==> src/rtl/seg7_pkg.sv <==
`default_nettype none
// ============================================================================
//  Module   : seg7_pkg
//  Purpose  : Shared types, glyph constants and the nibble-to-segment helper
//             for the multiplexed 7-segment scan driver.
//  Revision : 1.0  initial release
// ============================================================================
package seg7_pkg;

    typedef logic [6:0] seg_t;

    // All segments off (active-low bus)
    localparam seg_t SEG_BLANK = 7'h7F;

    // Glyphs, active-low, bit order {g,f,e,d,c,b,a}
    localparam seg_t SEG_0 = 7'b1000000;
    localparam seg_t SEG_1 = 7'b1111001;
    localparam seg_t SEG_2 = 7'b0100100;
    localparam seg_t SEG_3 = 7'b0110000;
    localparam seg_t SEG_4 = 7'b0011001;
    localparam seg_t SEG_5 = 7'b0010010;
    localparam seg_t SEG_6 = 7'b0000010;
    localparam seg_t SEG_7 = 7'b1111000;
    localparam seg_t SEG_8 = 7'b0000000;
    localparam seg_t SEG_9 = 7'b0011000;
    localparam seg_t SEG_A = 7'b0001000;
    localparam seg_t SEG_B = 7'b0000011;
    localparam seg_t SEG_C = 7'b1000110;
    localparam seg_t SEG_D = 7'b0100001;
    localparam seg_t SEG_E = 7'b0000110;
    localparam seg_t SEG_F = 7'b0001110;

    // Codes 10..15 fall back to the legacy "0" glyph unless hex is requested
    function automatic seg_t hex2seg(input logic [3:0] n, input logic hex);
        seg_t s;
        case (n)
            4'h0: s = SEG_0;
            4'h1: s = SEG_1;
            4'h2: s = SEG_2;
            4'h3: s = SEG_3;
            4'h4: s = SEG_4;
            4'h5: s = SEG_5;
            4'h6: s = SEG_6;
            4'h7: s = SEG_7;
            4'h8: s = SEG_8;
            4'h9: s = SEG_9;
            4'hA: s = hex ? SEG_A : SEG_0;
            4'hB: s = hex ? SEG_B : SEG_0;
            4'hC: s = hex ? SEG_C : SEG_0;
            4'hD: s = hex ? SEG_D : SEG_0;
            4'hE: s = hex ? SEG_E : SEG_0;
            default: s = hex ? SEG_F : SEG_0;
        endcase
        return s;
    endfunction

endpackage
`default_nettype wire

==> src/rtl/seg7_decode.sv <==
`default_nettype none
// ============================================================================
//  Module   : seg7_decode
//  Purpose  : Combinational nibble + hex-mode to active-low segment pattern.
//  Revision : 1.0  initial release
// ============================================================================
module seg7_decode
    import seg7_pkg::*;
(
    input  logic [3:0] nibble_i,
    input  logic       hex_i,
    output seg_t       seg_o
);

    assign seg_o = hex2seg(nibble_i, hex_i);

endmodule
`default_nettype wire

==> src/rtl/seg7_scan_driver.sv <==
`default_nettype none
// ============================================================================
//  Module   : seg7_scan_driver
//  Purpose  : Scans NUM_DIGITS common-anode 7-segment digits over a shared
//             segment bus from a load-strobed shadow register.
//  Options  : SEG7_LZB_EN - leading-zero blanking of digits above digit 0.
//  Revision : 1.0  initial release
// ============================================================================
module seg7_scan_driver
    import seg7_pkg::*;
#(
    parameter int NUM_DIGITS  = 4,
    parameter int REFRESH_DIV = 50000
) (
    input  logic                    clk,
    input  logic                    rst,
    input  logic                    load,
    input  logic [4*NUM_DIGITS-1:0] value,
    input  logic [NUM_DIGITS-1:0]   dp,
    input  logic                    hex_mode,
    output seg_t                    seg,
    output logic                    dp_n,
    output logic [NUM_DIGITS-1:0]   an,
    output logic                    frame_done
);

    localparam int IDX_W = (NUM_DIGITS > 1) ? $clog2(NUM_DIGITS) : 1;
    localparam int PRE_W = $clog2(REFRESH_DIV);
    localparam logic [PRE_W-1:0] PRE_LAST = PRE_W'(REFRESH_DIV - 1);
    localparam logic [IDX_W-1:0] IDX_LAST = IDX_W'(NUM_DIGITS - 1);

    logic [PRE_W-1:0]        presc_q, presc_d;
    logic [IDX_W-1:0]        idx_q, idx_d;
    logic [4*NUM_DIGITS-1:0] shadow_val_q;
    logic [NUM_DIGITS-1:0]   shadow_dp_q;
    logic                    tick_w;

    logic [3:0]              nib_w;
    logic                    dp_sel_w;
    seg_t                    seg_raw_w;
    seg_t                    seg_d;
    logic [NUM_DIGITS-1:0]   an_d;
    logic                    frame_d;

    seg_t                    seg_q;
    logic                    dp_n_q;
    logic [NUM_DIGITS-1:0]   an_q;
    logic                    frame_q;

    // Slot prescaler and digit index advance
    always_comb begin
        tick_w  = (presc_q == PRE_LAST);
        presc_d = tick_w ? '0 : presc_q + 1'b1;
        idx_d   = idx_q;
        if (tick_w) begin
            idx_d = (idx_q == IDX_LAST) ? '0 : idx_q + 1'b1;
        end
        frame_d = tick_w && (idx_q == IDX_LAST);
    end

`ifdef SEG7_LZB_EN
    logic [NUM_DIGITS-1:0] blank_w;
    logic                  zeros_v;
    logic                  blank_sel_w;

    // A digit above 0 blanks when it and every more-significant nibble are zero
    always_comb begin
        blank_w = '0;
        zeros_v = 1'b1;
        for (int k = NUM_DIGITS - 1; k >= 1; k--) begin
            zeros_v    = zeros_v && (shadow_val_q[4*k +: 4] == 4'h0);
            blank_w[k] = zeros_v;
        end
    end
`endif

    // Select the active digit's nibble, decimal point and anode
    always_comb begin
        nib_w    = 4'h0;
        dp_sel_w = 1'b0;
        an_d     = '1;
`ifdef SEG7_LZB_EN
        blank_sel_w = 1'b0;
`endif
        for (int k = 0; k < NUM_DIGITS; k++) begin
            if (idx_q == IDX_W'(k)) begin
                nib_w    = shadow_val_q[4*k +: 4];
                dp_sel_w = shadow_dp_q[k];
                an_d[k]  = 1'b0;
`ifdef SEG7_LZB_EN
                blank_sel_w = blank_w[k];
`endif
            end
        end
    end

    seg7_decode u_decode (
        .nibble_i (nib_w),
        .hex_i    (hex_mode),
        .seg_o    (seg_raw_w)
    );

    // Apply optional blanking to the decoded glyph
    always_comb begin
`ifdef SEG7_LZB_EN
        seg_d = blank_sel_w ? SEG_BLANK : seg_raw_w;
`else
        seg_d = seg_raw_w;
`endif
    end

    // Scan counters and shadow capture
    always_ff @(posedge clk or posedge rst) begin
        if (rst) begin
            presc_q      <= '0;
            idx_q        <= '0;
            shadow_val_q <= '0;
            shadow_dp_q  <= '0;
        end else begin
            presc_q <= presc_d;
            idx_q   <= idx_d;
            if (load) begin
                shadow_val_q <= value;
                shadow_dp_q  <= dp;
            end
        end
    end

    // Registered pin drivers, one cycle behind (shadow, idx)
    always_ff @(posedge clk or posedge rst) begin
        if (rst) begin
            seg_q   <= SEG_BLANK;
            dp_n_q  <= 1'b1;
            an_q    <= '1;
            frame_q <= 1'b0;
        end else begin
            seg_q   <= seg_d;
            dp_n_q  <= ~dp_sel_w;
            an_q    <= an_d;
            frame_q <= frame_d;
        end
    end

    assign seg        = seg_q;
    assign dp_n       = dp_n_q;
    assign an         = an_q;
    assign frame_done = frame_q;

endmodule
`default_nettype wire

==> config.mk <==
export PLATFORM = sky130hd
export DESIGN_NAME = seg7_scan_driver
export DESIGN_NICKNAME = d
export VERILOG_FILES = /design/src/rtl/seg7_pkg.sv /design/src/rtl/seg7_decode.sv /design/src/rtl/seg7_scan_driver.sv
export SDC_FILE = /design/constraint.sdc
export NUM_CORES = 1
export LEC_CHECK = 0
export ABC_CLOCK_PERIOD_IN_PS = 4600
export CORE_UTILIZATION = 45
export CTS_BUF_LIST = sky130_fd_sc_hd__clkbuf_4 sky130_fd_sc_hd__clkbuf_8
export CTS_CLUSTER_DIAMETER = 30
export DETAILED_ROUTE_END_ITERATION = 8
export PLACE_DENSITY = 0.69
export SETUP_SLACK_MARGIN = 0.05
export SLEW_MARGIN = 10
export SYNTH_ARGS = -nofsm -noshare
export SYNTH_HDL_FRONTEND = slang
export SYNTH_SLANG_ARGS = --single-unit
==> constraint.sdc <==
create_clock -name clk -period 4.6 [get_ports clk]
set_input_delay 1.38 -clock clk [delete_from_list [all_inputs] [get_ports clk]]
set_output_delay 1.38 -clock clk [all_outputs]
set_load 0.01 [all_outputs]
-- Word level (Yosys, flattened, before mapping)
Cells that the tools add are included.
- output and inout port bits: 13
- memories kept: 0
- bits in latches: 0
- memory bits (read-only): 0
- register bits: 51
- input port bits: 24
- bits in writable memories: 0
- word-level logic and storage cells: 53
- reduce and logical (&&, ||, !) cells: 3
- muxes and demuxes: 21
- add/subtract/negate cells: 2
- bitwise logic cells: 1
- magnitude comparators: 0
- div/mod/pow operators: 0
- equality and inequality tests: 18
- multiply operators: 0
- shift-type cells: 0
- operators with widths (kind ; number):
    one-hot mux 7 bit (15 select lines) ; 1
    two-way mux 7 bit ; 5
    equality test 4 bit, second input constant ; 7
    adder 16 x 1 -> 16 bit, second input constant ; 1
    equality test 16 bit, second input constant ; 1
    equality test 4 x 3 -> 1 bit, second input constant ; 4
    two-way mux 16 bit ; 1
    two-way mux 4 bit ; 4
    equality test 4 x 2 -> 1 bit, second input constant ; 2
    two-way mux 1 bit ; 8
    equality test 2 bit, second input constant ; 2
    equality test 4 x 1 -> 1 bit, second input constant ; 1
    zero test 4 bit ; 1
    two-way mux 3 bit ; 1
    adder 2 x 1 -> 2 bit, second input constant ; 1
    equality test 2 x 1 -> 1 bit, second input constant ; 1
    zero test 2 bit ; 1
    two-way mux 2 bit ; 1
    logical AND 1 bit ; 1
    NOT 1 bit ; 1

-- Logic depth before layout (Yosys ltp)
Gate-level depths: netlist of run 1.
- depth in word-level cells: 7
- depth in mapped cells: 9
- depth with buffers taken out: 7

-- Modules after synthesis
A second synthesis of run 1 with hierarchy kept.
- cells, all modules: 211
- area total of the unflattened synthesis: 2412.3 um2
- by module, submodules not included (module ; sequential area each (um2) ; times used ; area an instance (um2) ; cells an instance):
    seg7_scan_driver ; 1291.2 ; 1 ; 2139.6 ; 175
    seg7_decode ; 0.0 ; 1 ; 272.8 ; 36

-- Worst setup path after synthesis of run 1
OpenSTA, ideal clock, no wires.
- path type: input to register
- start point: input load
- end point: register shadow_val_q[10]
- setup time: 0.125 ns
- data required time: 4.475 ns
- buffers on the path: 1
- stages: 2
- arrival time: 2.062 ns
- path slack: 2.413 ns
- cells stage by stage: clkbuf_1 mux2_2
- RTL lines (what ; line ; text):
    start: declaration ; seg7_scan_driver.sv:17 ; input logic load,
    end signal: assignment ; seg7_scan_driver.sv:123 ; shadow_val_q <= value;
    end: declaration ; seg7_scan_driver.sv:34 ; logic [4*NUM_DIGITS-1:0] shadow_val_q;
No word-level cell between the ends.

-- Final worst setup path of run 1
- start point: register an_q[3], in the netlist an[3]
- end point: output an[3]
- RTL lines (what ; line ; text):
    start: declaration ; seg7_scan_driver.sv:47 ; logic [NUM_DIGITS-1:0] an_q;
    start signal: assignment ; seg7_scan_driver.sv:139 ; an_q <= an_d;
    end: declaration ; seg7_scan_driver.sv:23 ; output logic [NUM_DIGITS-1:0] an,
No word-level cell between the ends.

==> results.txt, run 1 <==
Post-CTS Setup Bufs: 0
First-pass GRT wire length: 7310 um
Worst EP arrival: 1380 ps
Layout area overhead: 21.4%
Critical Path Fanout Max: 1
#FFs+latches synth: 51
Post-synth EDFFs: 0
Largest net degree at the start of global routing: 52
Design Area, Final: 2910 sq um
Cell count after synthesis: 200
Number of global-route vias before repair: 1593
Post-CTS Resized: 0
Post-detailed-route wirelength per cell: 14.1 um
WHS Endpoint: dp_n
Vias: 1604
Area contributors post-synth: dfrtp_1 (41%), dfstp_2 (13%), mux2_2 (9.4%)
CTS buffer count: 5
R2r worst-path depth: 5
Seq/Total Area, Yosys: 0.538
Mapped Area: 2400 sq um
Switch Pwr: 0.214 mW
CTS Buffer Depth: 2
Core ar.: 5110 sq um
Syn avg cell area: 12.0 sq um
Hold Path Depth: 1
Total global-route track usage: 0.177
H-tree levels: 2
Worst Hold Class: reg -> reg
Slew Limit Fails: 0
Power Density: 324 nW/um^2
Die height: 75.0 um
CP Launch Type: register
Rows: 26
IO Pins: 37
RSZ-0062 raised after global routing: false
Final ANT Viol Nets: 0
Fin util: 0.570
Commonest cells post-synth: dfrtp_1 (39), mux2_2 (20), dfstp_2 (12), nand2_1 (12), nor2_1 (12)
Combinational power share: 0.133
Worst Min Path Start: shadow_dp_q[3]
TNS Setup: 0 ps
Clock root cell: clkbuf_8
DRC Markers: 0
GR Util met2: 0.290
Crit path time final: 2760 ps
Slew HR: 0.260
Initial antenna violation count: 0
Yosys warns: 0
Worst path required time: 3220 ps
Via density: 5.24
Hold Buf Count CTS: 0
DRT iter0 DRCs: 123
PortBufs: 36
Clock power frac: 0.341
Most area-hungry cell type in the Yosys netlist: dfrtp_1
Max-cap violation count: 0
Largest stage delay, worst path: 540 ps
CTS tree: done
Post-Syn Nets: 229
Fin nets: 264
Reg-to-reg setup timing slack: 2190 ps
Cell-internal power: 0.729 mW
GR met3 Demand/Resource: 0.0469
Sequential share of power: 0.525
Congestion Overflow GR: 0
Worst skew pair latency: 310 ps
Count of buffer and inverter cells on the critical path: 1
FFs w/ async S/R, synth: 1.00
Share of the synthesized area in the top cell type: 0.407
Period utilization: 0.599
CTS clk-pin slew, worst paths: 90 ps
Drt total wl: 4310 um
Worst path cell trace: clkdlybuf4s50_1
DP Wirelength: 2960 um
RR Startpoint: presc_q[10]
Count leader, synth: dfrtp_1
Critical path's top delay family: flip-flops
Peak Freq: 363 MHz
Status: complete, no violations
Met1 GRT Util: 0.228
Layout cells sized above 1: 0.220
Worst slew pin tran: 1100 ps
Die Span X: 75.0 um
CP Capture Type: primary output
Synth unique cells: 53
Num Clock Sinks: 51
Die Area: 5630 sq um
Slowest cell on crit path: dfstp_2
Fin. Hold Viols: 0
Worst vdd ir: 0.000165 V
Critical path type: reg -> out
Leakage: 1.21 nW
Antenna Cells: 0
Drt first pass iters: 4
GRT Max-Usage Layer: met2
Worst r2r dst: presc_q[9]
Cell Area, Placed: 2800 sq um
Top_reg_cell synth: dfrtp_1
Final setup vio count: 0
RD Place Congestion: 0.748
Switching Fraction: 0.227
Skew final: 5.16 ps
Initial core utilization: 0.470
cell families (layout without fill, tap and decap cells):
logic type / Yosys count / count (layout) / share of synthesized area
flip-flops: 51 / 51 / 0.538
multiplexers: 22 / 22 / 0.102
AO/OA/AOI/OAI: 36 / 36 / 0.121
adder cells (fa/ha/maj): 6 / 6 / 0.0303
XOR/XNOR: 14 / 14 / 0.0511
AND/OR/NAND/NOR: 53 / 53 / 0.122
buffers and inverters: 18 / 54 / 0.0360
flip-flops by register name, indices dropped and copies added (netlist names):
register	cells
frame_done	1
shadow_val_q	16
presc_q	16
dp_n	1
shadow_dp_q	4
seg	7
idx_q	2
an	4
layout make-up:
cell class | instances | area [sq um]
repair buffers | 36 | 360
fillers | 442 | 2200
clock inverters | 1 | 30.0
multi-input cells | 131 | 1020
inverters | 10 | 37.5
flip-flops and latches | 51 | 1290
clock buffers | 7 | 83.8
well taps | 70 | 87.6
layout by cell type, fill, tap and decap left out, types with 2 or more instances in the layout:
master           instances
a211o_1                  2
a211oi_1                 3
a21oi_1                  4
and2_1                   2
clkbuf_4                 2
clkbuf_8                 5
clkdlybuf4s50_1         36
dfrtp_1                 39
dfstp_2                 12
ha_1                     5
inv_1                    8
inv_2                    2
mux2_2                  20
mux2i_1                  2
nand2_1                 12
nand3_1                  7
nand4_1                  3
nor2_1                  12
nor3_1                   2
o21ai_0                  8
o22ai_1                  4
or4bb_1                  2
xnor2_1                  8
xor2_1                   6
metrics by stage:
| step | instances | power (mW) | hold slack [ps] | setup WS [ps] |
|---|---|---|---|---|
| after floorplan | 200 | 0.578 | 384 | 2010 |
| after detailed placement | 298 | 0.631 | 410 | 1590 |
| after CTS | 306 | 0.952 | 426 | 1830 |
| after global placement | 298 | 0.628 | 410 | 1580 |
| after global routing | 306 | 0.984 | 447 | 1790 |
| final | 306 | 0.943 | 428 | 1840 |
worst max path at each step:
stage | slack [ps] | endpoint | start | cells after the start
2_1_floorplan | 2010 | frame_done | rst | 1
3_3_place_gp | 1580 | shadow_val_q[7] | load | 2
3_5_place_dp | 1590 | shadow_val_q[3] | load | 2
4_1_cts | 1830 | an[3] | an[3] | 1
5_1_grt | 1790 | an[2] | an[2] | 1
6_report | 1840 | an[3] | an[3] | 1
power by group through the flow:
stage	clock network [mW]	logic, mW	registers (mW)
global route	0.345	0.140	0.498
CTS	0.329	0.127	0.495
finish	0.322	0.126	0.495
global placement	0	0.125	0.503
floorplan	0	0.0711	0.507
detailed placement	0	0.127	0.504
per-layer routing:
metal  vias up  share of wire
met5         -              0
met4         0         0.0095
met3         4          0.037
met2        28           0.49
met1       785           0.47
li1        787              -
Power figures use the tool's default switching activity.
==> run 2: changes to the inputs <==
ABC_CLOCK_PERIOD_IN_PS = 2450   (was 4600)
PLACE_DENSITY = 0.71   (was 0.69)
clock period = 2.45 ns   (was 4.6 ns; I/O delays follow)
==> run 2 against run 1 <==
Compared with the run above:
- count of clock-buffer cells in the layout down 1
- clock skew rose by 1.0 ps
- sequential power grew 88%
- critical path depth rose by 5
- register-to-register slack worse by 1900 ps
- final cell count increased by 0.98%
- largest power group unchanged
- global-route usage fell by 0.25 points
- sequential share of layout area down 0.58 points
==> results.txt, run 2 (same netlist as run 1, synthesis figures left out) <==
Sequential share of power: 0.528 (was 0.525)
Worst vdd ir: 0.000346 V (was 0.000165 V)
Hold Buf Count CTS: 0 (unchanged)
IO Pins: 37 (unchanged)
Die Span X: 75.0 um (unchanged)
Die height: 75.0 um (unchanged)
DRC Markers: 0 (unchanged)
Fin. Hold Viols: 0 (unchanged)
Largest net degree at the start of global routing: 52 (unchanged)
Rows: 26 (unchanged)
TNS Setup: 0 ps (unchanged)
Switching Fraction: 0.221 (was 0.227)
Leakage: 1.23 nW (was 1.21 nW)
Status: complete, no violations (unchanged)
Worst EP arrival: 2390 ps (was 1380 ps)
Worst path required time: 2660 ps (was 3220 ps)
CP Capture Type: register (was primary output)
Fin nets: 267 (was 264)
Max-cap violation count: 0 (unchanged)
RD Place Congestion: 0.807 (was 0.748)
Number of global-route vias before repair: 1557 (was 1593)
Combinational power share: 0.136 (was 0.133)
DRT iter0 DRCs: 67 (was 123)
Total power: 1.76 mW (was 0.943 mW)
Post-CTS Resized: 0 (unchanged)
Period utilization: 0.892
Die Area: 5630 sq um (unchanged)
Slew Limit Fails: 0 (unchanged)
Drt total wl: 4270 um (was 4310 um)
Layout area overhead: 23.0% (was 21.4%)
Switch Pwr: 0.391 mW (was 0.214 mW)
Core ar.: 5110 sq um (unchanged)
DP Wirelength: 3050 um (was 2960 um)
H-tree levels: 2 (unchanged)
CTS clk-pin slew, worst paths: 80 ps (was 90 ps)
Initial antenna violation count: 0 (unchanged)
PortBufs: 36 (unchanged)
Worst Hold Class: reg -> reg (unchanged)
Area of the multi-input gates: 1020 sq um (unchanged)
Clock power frac: 0.336 (was 0.341)
Congestion Overflow GR: 0 (unchanged)
Total global-route track usage: 0.174 (was 0.177)
Vias: 1619 (was 1604)
Critical path type: reg -> reg (was reg -> out)
CTS buffer count: 5 (unchanged)
Critical Path Fanout Max: 9 (was 1)
CTS tree: done (unchanged)
Initial core utilization: 0.470 (unchanged)
Filler cell count: 458 (was 442)
CP Launch Type: register (unchanged)
Final ANT Viol Nets: 0 (unchanged)
Cell-internal power: 1.37 mW (was 0.729 mW)
Layout cells sized above 1: 0.230 (was 0.220)
CTS Buffer Depth: 2 (unchanged)
Clock root cell: clkbuf_8 (unchanged)
First-pass GRT wire length: 7140 um (was 7310 um)
Worst slew pin tran: 543 ps (was 1100 ps)
Slew HR: 0.638 (was 0.260)
Antenna Cells: 0 (unchanged)
Hold slack final: 416 ps (was 428 ps)
Crit path time final: 2180 ps
Power Density: 598 nW/um^2 (was 324 nW/um^2)
Final setup vio count: 0 (unchanged)
Commonest non-fill, non-tap cell in the layout: dfrtp_1 (unchanged)
Commonest cells after routing, fill and taps aside: dfrtp_1 (39), clkdlybuf4s50_1 (36), mux2_2 (20) (unchanged)
Post-detailed-route wirelength per cell: 13.8 um (was 14.1 um)
Drt first pass iters: 4 (unchanged)
RSZ-0062 raised after global routing: false (unchanged)
Via density: 5.24 (about the same)
Peak Freq: 458 MHz
Worst skew pair latency: 300 ps (was 310 ps)
FF+latch area: 1290 sq um (unchanged)
Skew final: 6.17 ps (was 5.16 ps)
Post-CTS Setup Bufs: 0 (unchanged)
Num Clock Sinks: 51 (unchanged)
[run 2: power groups by stage]
stage | Sequential [mW] | Clock, mW | Combinational (mW)
after floorplan | 0.953 | 0 | 0.134
after global placement | 0.949 | 0 | 0.239
after detailed placement | 0.950 | 0 | 0.243
after CTS | 0.934 | 0.617 | 0.243
after global routing | 0.939 | 0.648 | 0.264
final | 0.932 | 0.593 | 0.239
[run 2: final cells by class]
cell class,count,area share
Sequential cell,51,0.438
Inverter,10,0.0127
Timing Repair Buffer,39,0.134
Multi-Input combinational cell,131,0.346
Tap cell,70,0.0297
Clock inverter,2,0.0119
Clock buffer,6,0.0280
[run 2: layer usage]
layer  GRT usage  share of wire  vias up
met2       0.285           0.48       26
met1       0.224           0.47      795
met5           0              0        -
li1            -              -      790
met4      0.0692          0.017        0
met3      0.0402          0.034        8
[run 2: worst paths after layout]
check                                    start              end  slack [ps]  depth (start not counted)
worst min register to register  shadow_dp_q[3]             dp_n         420                          1
worst max-delay path                  idx_q[0]           seg[0]         270                          6
min in group asynchronous                  rst  shadow_val_q[7]         790                          3
max in group asynchronous                  rst             dp_n        1380                          3
worst min-delay path            shadow_dp_q[3]             dp_n         420                          1
worst max register to register        idx_q[0]           seg[0]         270                          6
[run 2: through the flow]
step	utilization	std cells	setup slack (ps)	instance area, sq um
final	0.578	309	265	2950
after global routing	0.578	309	66.3	2950
after CTS	0.578	309	263	2950
after detailed placement	0.555	301	289	2830
after global placement	0.555	301	351	2830
after floorplan	-	200	444	2400
[run 2: worst max-delay path: stages, from the launching register on]
cell      delay, ps
dfrtp_1         410
inv_1           130
ha_1            340
a211oi_1        120
a221o_1         460
or4_1           530
o311ai_1        100
==> run 3: changes to the inputs <==
CORE_UTILIZATION = 35   (was 45)
PLACE_DENSITY = unset   (was 0.71)
==> run 3 against run 2 <==
Compared with the run above:
- the run now ends with DRC left
- first-iteration DRC count is 31% lower
- cell area grew 0.17%
- sequential power hardly changed
- final cell count increased by 2.3%
- clock skew grew 6.0 ps
- register-to-register slack is essentially flat
- critical path type unchanged
- highest routed layer unchanged
==> results.txt, run 3 (same netlist as run 1, synthesis figures left out) <==
Filler cell count: 604 (was 458)
Worst slew pin tran: 567 ps (was 543 ps)
Via density: 5.05 (was 5.24)
Vias: 1596 (was 1619)
Met2 WL: 2030 um (was 2040 um)
H-tree levels: 2 (unchanged)
Skew final: 12.2 ps (was 6.17 ps)
Top layer in use: met4 (unchanged)
Worst vdd ir: 0.000234 V (was 0.000346 V)
First-pass GRT wire length: 7680 um (was 7140 um)
Crit path time final: 2190 ps (was 2180 ps)
PortBufs: 36 (unchanged)
Critical path type: reg -> reg (unchanged)
RD Place Congestion: 0.860 (was 0.807)
Place WS: 295 ps (was 289 ps)
Failing checks: DRC
Worst EP arrival: 2400 ps (was 2390 ps)
DRT iter0 DRCs: 46 (was 67)
Final setup vio count: 0 (unchanged)
Clock root cell: clkbuf_8 (unchanged)
Number of global-route vias before repair: 1670 (was 1557)
RR Startpoint: idx_q[0] (unchanged)
Power Density: 594 nW/um^2 (was 598 nW/um^2)
CTS Buffer Depth: 2 (unchanged)
DP Wirelength: 3260 um (was 3050 um)
Num Clock Sinks: 51 (unchanged)
Reg-to-reg setup timing slack: 260 ps (was 270 ps)
Die Area: 7190 sq um (was 5630 sq um)
CTS clk-pin slew, worst paths: 100 ps (was 80 ps)
DRC Markers: 6 (was 0)
Period utilization: 0.894 (was 0.892)
Hold slack final: 434 ps (was 416 ps)
Drt total wl: 4390 um (was 4270 um)
Leakage: 1.22 nW (was 1.23 nW)
Hold Path Depth: 1 (unchanged)
Max-cap violation count: 0 (unchanged)
Post-detailed-route wirelength per cell: 13.9 um (was 13.8 um)
Worst r2r dst: seg[0] (unchanged)
WHS Endpoint: dp_n (unchanged)
Initial core utilization: 0.369 (was 0.470)
TNS Setup: 0 ps (unchanged)
IO Pins: 37 (unchanged)
Slew Limit Fails: 0 (unchanged)
Total global-route track usage: 0.136 (was 0.174)
Cell-internal power: 1.36 mW (was 1.37 mW)
Drt first pass iters: 9 (was 4)
Antenna Cells: 0 (unchanged)
Die height: 84.8 um (was 75.0 um)
Worst Hold Class: reg -> reg (unchanged)
Fin nets: 267 (unchanged)
Congestion Overflow GR: 0 (unchanged)
Core ar.: 6490 sq um (was 5110 sq um)
CP Capture Type: register (unchanged)
Layout cells sized above 1: 0.230 (unchanged)
Switching Fraction: 0.225 (was 0.221)
Die Span X: 84.8 um (was 75.0 um)
Commonest non-fill, non-tap cell in the layout: dfrtp_1 (unchanged)
Hold Buf Count CTS: 0 (unchanged)
Post-CTS Setup Bufs: 0 (unchanged)
Worst skew pair latency: 300 ps (about the same)
Combinational power share: 0.137 (was 0.136)
CTS buffer count: 5 (unchanged)
Metal-1 WL: 2100 um (was 2020 um)
R2r worst-path depth: 6 (unchanged)
Routed wl met3: 210 um (was 145 um)
Post-CTS Resized: 0 (unchanged)
Slew HR: 0.622 (was 0.638)
Clock power frac: 0.331 (was 0.336)
Commonest cells after routing, fill and taps aside: dfrtp_1 (39), clkdlybuf4s50_1 (36), mux2_2 (20) (unchanged)
Layout area overhead: 23.2% (was 23.0%)
Worst Min Path Start: shadow_dp_q[3] (unchanged)
Final ANT Viol Nets: 0 (unchanged)
Switch Pwr: 0.395 mW (was 0.391 mW)
Setup WS post-layout: 260 ps (was 265 ps)
RSZ-0062 raised after global routing: false (unchanged)
Critical Path Fanout Max: 9 (unchanged)
Initial antenna violation count: 0 (unchanged)
Rows: 29 (was 26)
Fin. Hold Viols: 0 (unchanged)
Sequential share of power: 0.531 (was 0.528)
Worst path required time: 2650 ps (was 2660 ps)
Status: complete, but fails checks (was complete, no violations)
Peak Freq: 457 MHz (was 458 MHz)
CTS tree: done (unchanged)
CP Launch Type: register (unchanged)
Largest net degree at the start of global routing: 36 (was 52)
==> run 3: critical path, cell delays in order (launching register included) <==
cell      delay, ps
dfrtp_1         420
inv_1           120
ha_1            350
a211oi_1        130
a221o_1         460
or4_1           530
o311ai_1        100
==> run 3: worst max-delay path by stage <==
stage | slack (ps) | depth (start not counted) | startpoint | endpoint
2_1_floorplan | 440 | 7 | idx_q[0] | seg[0]
3_5_place_dp | 300 | 6 | idx_q[0] | seg[0]
5_1_grt | 60 | 7 | idx_q[0] | seg[0]
3_3_place_gp | 340 | 6 | idx_q[0] | seg[0]
6_report | 260 | 6 | idx_q[0] | seg[0]
4_1_cts | 260 | 6 | idx_q[0] | seg[0]
==> run 3: through the flow <==
step | util | std cells | area, sq um | power, mW
after floorplan | - | 200 | 2400 | 1.09
after global placement | 0.437 | 308 | 2840 | 1.19
after detailed placement | 0.437 | 308 | 2840 | 1.19
after CTS | 0.455 | 316 | 2960 | 1.78
after global routing | 0.455 | 316 | 2960 | 1.84
final | 0.455 | 316 | 2960 | 1.75
==> run 3: per-layer routing <==
metal  track usage  vias to the layer above
met5             0                        -
met4        0.0431                        0
met3        0.0364                        6
met2         0.229                       31
met1         0.171                      767
li1              -                      792
==> run 3: area by class of cell <==
| cell class | count | area (sq um) | area share |
|---|---|---|---|
| flip-flops and latches | 51 | 1290 | 0.437 |
| multi-input cells | 131 | 1020 | 0.345 |
| repair buffers | 39 | 395 | 0.134 |
| well taps | 77 | 96.3 | 0.0326 |
| clock buffers | 6 | 76.3 | 0.0258 |
| clock inverters | 2 | 37.5 | 0.0127 |
| inverters | 10 | 37.5 | 0.0127 |
==> run 3: power by group through the flow <==
stage | combinational [mW] | sequential [mW] | clock [mW]
finish | 0.241 | 0.933 | 0.581
global route | 0.266 | 0.941 | 0.635
CTS | 0.245 | 0.934 | 0.603
detailed placement | 0.244 | 0.950 | 0
global placement | 0.242 | 0.950 | 0
floorplan | 0.134 | 0.953 | 0
